==> config.mk <==
export PLATFORM = sky130hd
export DESIGN_NAME = main_run_controller
export DESIGN_NICKNAME = d
export VERILOG_FILES = /design/src/rtl/main_run_controller.sv
export SDC_FILE = /design/constraint.sdc
export NUM_CORES = 1
export LEC_CHECK = 0
export ABC_AREA = 1
export CAP_MARGIN = 5
export CORE_AREA = 2 2 187 189
export CTS_CLUSTER_DIAMETER = 60
export DETAILED_ROUTE_END_ITERATION = 10
export DIE_AREA = 0 0 189 191
export HOLD_SLACK_MARGIN = 0.08
export SYNTH_ARGS = -nofsm -noshare
export SYNTH_HDL_FRONTEND = slang
export SYNTH_SLANG_ARGS = --single-unit
==> constraint.sdc <==
create_clock -name clock -period 1.85 [get_ports clock]
set_input_delay 0.37 -clock clock [delete_from_list [all_inputs] [get_ports clock]]
set_output_delay 0.37 -clock clock [all_outputs]
set_load 0.02 [all_outputs]
==> src/rtl/main_run_controller.sv <==
// Run sequencer for the HLS `main` accelerator: serialises host memory
// accesses and compute runs, with cycle counting and a timeout watchdog.
module main_run_controller #(
  parameter int CNT_W          = 32,
  parameter int TIMEOUT_CYCLES = 200000000
) (
  input  logic             clock,
  input  logic             reset,
  input  logic             run_req,
  output logic             run_done,
  output logic [1:0]       run_status,
  output logic [CNT_W-1:0] cycle_count,
  output logic             busy,
  input  logic             mem_req,
  input  logic             mem_we,
  input  logic [8:0]       mem_addr,
  input  logic [63:0]      mem_wdata,
  input  logic [6:0]       mem_size,
  output logic [63:0]      mem_rdata,
  output logic             mem_ack,
  output logic             start_port,
  input  logic             done_port,
  output logic             acc_reset,
  output logic [1:0]       S_oe_ram,
  output logic [1:0]       S_we_ram,
  output logic [17:0]      S_addr_ram,
  output logic [127:0]     S_Wdata_ram,
  output logic [13:0]      S_data_ram_size,
  input  logic [127:0]     Sout_Rdata_ram,
  input  logic [1:0]       Sout_DataRdy
);

  typedef enum logic [2:0] {
    IDLE, MEM, MACK, START, RUN, ABORT, DONE
  } state_t;

  localparam logic [CNT_W-1:0] TMO = CNT_W'(TIMEOUT_CYCLES);

  state_t state, state_d;
  logic   abort_q;

  // Channel 1 of the slave port is never used.
  logic unused_in;
  assign unused_in = &{1'b0, Sout_Rdata_ram[127:64], Sout_DataRdy[1]};

  always_ff @(posedge clock) begin
    if (!reset) begin
      state   <= IDLE;
      abort_q <= 1'b0;
    end else begin
      state   <= state_d;
      abort_q <= (state == ABORT);
    end
  end

  always_comb begin
    state_d = state;
    unique case (state)
      IDLE: begin
        if (mem_req)      state_d = MEM;
        else if (run_req) state_d = START;
      end
      MEM:   if (Sout_DataRdy[0]) state_d = MACK;
      MACK:  if (!mem_req) state_d = IDLE;
      START: state_d = done_port ? DONE : RUN;
      RUN: begin
        if (done_port)              state_d = DONE;
        else if (cycle_count == TMO) state_d = ABORT;
      end
      ABORT: if (abort_q) state_d = DONE;
      DONE:  if (!run_req) state_d = IDLE;
      default: state_d = IDLE;
    endcase
  end

  // Outputs are registered from the next state so they line up with it.
  always_ff @(posedge clock) begin
    if (!reset) begin
      start_port      <= 1'b0;
      run_done        <= 1'b0;
      mem_ack         <= 1'b0;
      busy            <= 1'b0;
      acc_reset       <= 1'b0;
      run_status      <= 2'b00;
      cycle_count     <= '0;
      mem_rdata       <= '0;
      S_oe_ram        <= '0;
      S_we_ram        <= '0;
      S_addr_ram      <= '0;
      S_Wdata_ram     <= '0;
      S_data_ram_size <= '0;
    end else begin
      start_port <= (state_d == START);
      run_done   <= (state_d == DONE);
      mem_ack    <= (state_d == MACK);
      busy       <= (state_d != IDLE);
      acc_reset  <= (state_d != ABORT);

      if (state == IDLE && state_d == START)
        cycle_count <= CNT_W'(1);
      else if (state_d == RUN)
        cycle_count <= cycle_count + CNT_W'(1);

      if (state_d == DONE && state != DONE)
        run_status <= (state == ABORT) ? 2'b10 : 2'b01;

      if (state == IDLE && state_d == MEM) begin
        S_oe_ram        <= {1'b0, ~mem_we};
        S_we_ram        <= {1'b0, mem_we};
        S_addr_ram      <= {9'd0, mem_addr};
        S_Wdata_ram     <= {64'd0, mem_wdata};
        S_data_ram_size <= {7'd0, mem_size};
      end else if (state_d != MEM) begin
        S_oe_ram        <= '0;
        S_we_ram        <= '0;
        S_addr_ram      <= '0;
        S_Wdata_ram     <= '0;
        S_data_ram_size <= '0;
      end

      if (state == MEM && Sout_DataRdy[0] && !S_we_ram[0])
        mem_rdata <= Sout_Rdata_ram[63:0];
    end
  end

endmodule

* After elaboration in Yosys (flattened, before gate mapping)
Cells that the tools add are included.
Word-level totals: memories kept 0, word-level logic and storage cells 67, output and inout bits 267, bits in latches 0, RAM bits 0, flip-flop bits (word level) 189, input bits 216, bits in read-only memories 0
Cells by class: eq/ne operators 15, reductions and logical operators 11, shifts and indexed selects 0, multipliers 0, $add $sub $neg 1, mux-type cells 22, bitwise logic cells 2, $lt $le $gt $ge 0, div/mod/pow operators 0
Operator list (count):
- $mux 64 | 2
- $add 32x1->32 const B | 1
- $eq 32x28->1 const B | 1
- $mux 3 | 8
- $pmux 3 s7 | 1
- $mux 9 | 2
- $eq 3x3->1 const B | 5
- $mux 7 | 2
- $eq 3x2->1 const B | 4
- $eq 3x1->1 const B | 2
- $ne 3x3->1 const B | 2
- $logic_and 1x1->1 | 5
- $mux 1 | 5
- $mux 2 | 2
- $reduce_bool 2->1 | 2
- $logic_not 3->1 | 1
- $ne 3x1->1 const B | 1
- $reduce_bool 3->1 | 1
- $not 1->1 | 2
- $reduce_or 2->1 | 1
- $logic_not 1->1 | 1

* Logic depth before layout (Yosys ltp)
depth after elaboration 7, gate-level depth with buffers 14

* Worst setup path before layout
No wires, ideal clock.
kind register to register, from register cycle_count[0], to register S_addr_ram[3], path slack 87 ps, clock period less this slack 1763 ps, stages on the path, launching flop included 15, setup time 132 ps, data arrival time 1631 ps, path buffers 2, cell sequence dfxtp_1 -> inv_1 -> ha_1 -> inv_1 -> nor3_1 -> nand2_1 -> nor2_1 -> nand2_1 -> nand2_1 -> nand2_1 -> nand2_2 -> buf_4 -> buf_6 -> nand4_1 -> a21oi_1
On the way: word-level cells in the longest chain between the ends 7
RTL lines:
- from (decl) | RTL line 12 | output logic [CNT_W-1:0] cycle_count,
- from (signal assigned) | RTL line 102 | cycle_count <= cycle_count + CNT_W'(1);
- $eq 32x28->1 (*) | RTL line 68 | else if (cycle_count == TMO) state_d = ABORT;
- $mux 3 (*) | RTL line 68
- $mux 3 (*) | RTL line 67 | if (done_port) state_d = DONE;
- $pmux 3 s7 (*) | RTL line 58 | unique case (state)
- $eq 3x1->1 | RTL line 107 | if (state == IDLE && state_d == MEM) begin
- $logic_and 1x1->1 | RTL line 107
- $mux 9 or $reduce_bool 2->1 (tied branches)
- to (signal assigned) | RTL line 110 | S_addr_ram <= {9'd0, mem_addr};
- to (decl) | RTL line 26 | output logic [17:0] S_addr_ram,
Every way passes the cells marked *; elsewhere a longest branch is shown, timed or not. A chain may end at the register's enable or synchronous reset.

* Final worst setup path
from register cycle_count[1], to register S_Wdata_ram[52]
On the way: word-level cells in the longest chain between the ends 7
RTL lines:
- $eq 32x28->1 (*) | RTL line 68
- $mux 3 (*) | RTL line 68
- $mux 3 (*) | RTL line 67
- $pmux 3 s7 (*) | RTL line 58
- $eq 3x1->1 | RTL line 107
- $logic_and 1x1->1 | RTL line 107
- $mux 64 or $reduce_bool 2->1 (tied branches)
- to (signal assigned) | RTL line 111 | S_Wdata_ram <= {64'd0, mem_wdata};
- to (decl) | RTL line 27 | output logic [127:0] S_Wdata_ram,
Marks and branches as above.

==> results.cfg <==
[run_status]
outcome = finished, violations left
failing_checks = setup timing

[critical_path]
startpoint_type = flop
worst-r2r-setup-slack_ns = -0.07
crit_fanout = 13
worstPathRequired_ns = 2.23
timing.critical_path.arrival_ns = 2.30
critical_path.endpoint_type = flop
worst-setup-path-type = reg -> reg

[logic_synthesis]
ys_seq_area_share_pct = 43.53
synth.cell_area_mm2 = 0.008692
post_synth_xor_area_fraction_pct = 2.418
ys_top_cells_by_area = dfxtp_1 44%, a21oi_1 10%, nand2_1 8.9%, buf_4 7.2%, nand4_1 6.5%
largest_family_of_logic_cells_by_synthesized_area = simple AND/OR/NAND/NOR gates
synth_compound_gate_area_share_pct = 14.42
synth_area_leader_cell = dfxtp_1
post-synth-top-area-fraction_pct = 43.53
yosys_register_bits = 189
number_of_distinct_library_cell_variants_in_the_gate_level_netlist_after_synthesis = 30
yosys.area_share.adder_pct = 0.2879
synth_simple_gate_area_share_pct = 22.35
muxShareOfSynthArea_pct = 0
post_synth.cell_area_avg_um2 = 7.552
yosysWarnings = 0
netlist_instances = 1151

[final_layout]
fillers = 3495
layout_common_cells = 277 x clkdlybuf4s50_1, 197 x nand2_1, 184 x dfxtp_1, 155 x a21oi_1, 90 x nand4_1
multiInputGateArea_mm2 = 0.004249
area_delta_synth_final_pct = 62.70
nNetsFinal = 1746
proportion_of_layout_cells_with_a_drive_suffix_above_1_pct = 15.57
final-instance-count-excl-fill = 1997
final-seq-area_mm2 = 0.003790
final_common_cell = clkdlybuf4s50_1
final_area_mm2 = 0.01414

[floorplanning]
fp.dieArea_mm2 = 0.03610
die_height_um = 191
die_width_um = 189
io_pins = 483
floorplan.initialDensity_pct = 25.48
rows = 68
core_region_area_mm2 = 0.03412

[sta]
rsz0062_at_grt = yes
count_of_final_hold_check_violations = 0
hold_slack_ns = 0.2841
final.setup.worst_slack_ns = -0.06877
final_period_minus_worst_setup_slack_ns = 1.919
maxClockFrequency_mhz = 521.2
totalNegativeSetupSlack_ns = -3.315
slew_violations = 0
finClkSkew_ns = 0.008201
layout_worst_path_cycle_share_pct = 103.7
finalSetupViolations = 103

[route]
first_pass_iteration_count_of_the_detailed_router = 5
vias = 8916
drcViolationCount = 0
antenna_left = 0
route.detailed.vias_per_inst = 4.465
avgRoutedWirePerCell_um = 15.64
first_iter_violations = 412
routed_wl_mm = 31.24

[clock_tree]
clock_sink_count = 189
worst_setup_hold_path_clk_slew_ns = 0.07
htree_num_levels = 4
clock_tree.buffer_depth = 2
tritoncts_clock_tree = built
tritoncts.num_buffers = 17
clk_root_buffer_cell = clkbuf_16
worst_skew_pair.late_latency_ns = 0.45

[power]
power.share.sequential_pct = 35.0
leakage_nw = 5.547
pwr-share-comb_pct = 38.2
switching_pwr_mw = 4.778
maximum_resistive_drop_on_vdd_mv = 0.6500
power.share.clock_pct = 26.8
internal_power_contribution_mw = 8.711
power.switching_fraction_pct = 35.42
powerDensity_mw_per_mm2 = 953.8

[grt]
wire_length_of_the_first_global_routing_pass_mm = 45.57
grt_antenna_before_repair = 2
track_usage_pct = 16.04
grt.overflow.total = 0
first_global_vias = 8336
maximum_number_of_pins_on_one_net_before_global_route_repair = 83

[placement]
placed_cells = 1940
placement.cell_area_mm2 = 0.01260
pre_cts_ws_ns = -0.3490
dp.final_hpwl_mm = 20.34
finalWeightedCongestion = 0.8664
io_buffers = 335

[run]
cap_violations = 0

[worst_hold_path]
min-delay-path-class = in -> reg
[power by group through the flow]
stage | Sequential (mW) | Combinational, mW | Clock, mW
finish | 4.72 | 5.15 | 3.62
floorplan | 5.30 | 2.10 | 0
detailed placement | 4.81 | 4.15 | 0
CTS | 4.72 | 4.79 | 3.78
global placement | 4.79 | 4.13 | 0
global route | 4.77 | 5.51 | 3.92
[layer usage]
layer | up-vias | global-route usage (%) | share of wire [%]
li1 | 4417 | - | -
met1 | 4114 | 18.93 | 41
met2 | 352 | 27.54 | 49
met3 | 31 | 5.159 | 7.8
met4 | 2 | 5.108 | 1.5
met5 | - | 0 | 0.042
[worst max-delay path, stage by stage (launching register included)]
cell and delay, ns:
dfxtp_2 0.33, inv_2 0.06, ha_4 0.13, inv_2 0.03, nor3_2 0.16, nand2_1 0.08
nor2_2 0.14, nand2_2 0.08, nand2_4 0.08, nand2_4 0.06, nand2_4 0.09, buf_12 0.12
buf_6 0.10, buf_8 0.13, nand4_1 0.10, a21oi_1 0.14
[logic make-up after synthesis]
| group | count (synthesis) |
|---|---|
| AOI/OAI and AO/OA | 250 |
| xor gates and xnor gates | 24 |
| adders and majority gates | 2 |
| buffers and inverters | 259 |
| DFF | 189 |
| other | 1 |
| and+or+nand+nor | 426 |
[cells in the mapped netlist]
cell type / instances
nand2_1: 207
dfxtp_1: 189
a21oi_1: 182
inv_1: 94
nand4_1: 90
buf_4: 83
o21ai_0: 66
nor2_1: 60
nand3_1: 45
clkbuf_1: 40
xor2_1: 22
buf_2: 18
nor3_1: 9
buf_6: 8
buf_8: 8
inv_2: 6
nor2_2: 6
ha_1: 2
nand3_2: 2
nand3b_1: 2
nor3b_1: 2
xnor2_1: 2
and3_2: 1
buf_1: 1
buf_12: 1
conb_1: 1
nand2_2: 1
o21ai_1: 1
o21bai_1: 1
or2_1: 1
[state kept, by name (all words and copies together) (netlist names)]
name	cells
S_Wdata_ram	64
S_addr_ram	9
S_data_ram_size	7
S_oe_ram	1
S_we_ram	1
abort_q	1
acc_reset	1
busy	1
cycle_count	32
mem_ack	1
mem_rdata	64
run_done	1
run_status	2
start_port	1
state	3
[final cells by class]
type | count | area share (%)
sequential | 189 | 26.80
multi-input combinational | 785 | 30.05
timing repair buffer | 435 | 32.41
clock buffer | 19 | 3.132
tap | 455 | 4.025
antenna | 1 | 0.01769
clock inverter | 13 | 0.8228
inverter | 100 | 2.751
[through the flow]
stage                     utilization [%]  power, mW
after floorplan                         -      7.405
after global placement              36.93      8.919
after detailed placement            36.93      8.959
after CTS                           39.53      13.29
after global routing                41.45      14.21
final                               41.45      13.49
[repair_timing]
item | 4_1_cts | 5_1_grt
cloned | 5 | 10
resized for setup | 76 | 134
setup endpoints to repair | 158 | 179
hold buffers | 0 | 0
pin swaps | 7 | 29
setup buffers | 12 | 3
[worst paths after layout]
| path | startpoint | end | cells past startpoint |
|---|---|---|---|
| max | cycle_count[1] | S_Wdata_ram[52] | 15 |
| min | reset | acc_reset | 3 |
| max reg2reg | cycle_count[1] | S_Wdata_ram[52] | 15 |
| min reg2reg | mem_rdata[6] | mem_rdata[6] | 2 |
Power figures use the tool's default switching activity.
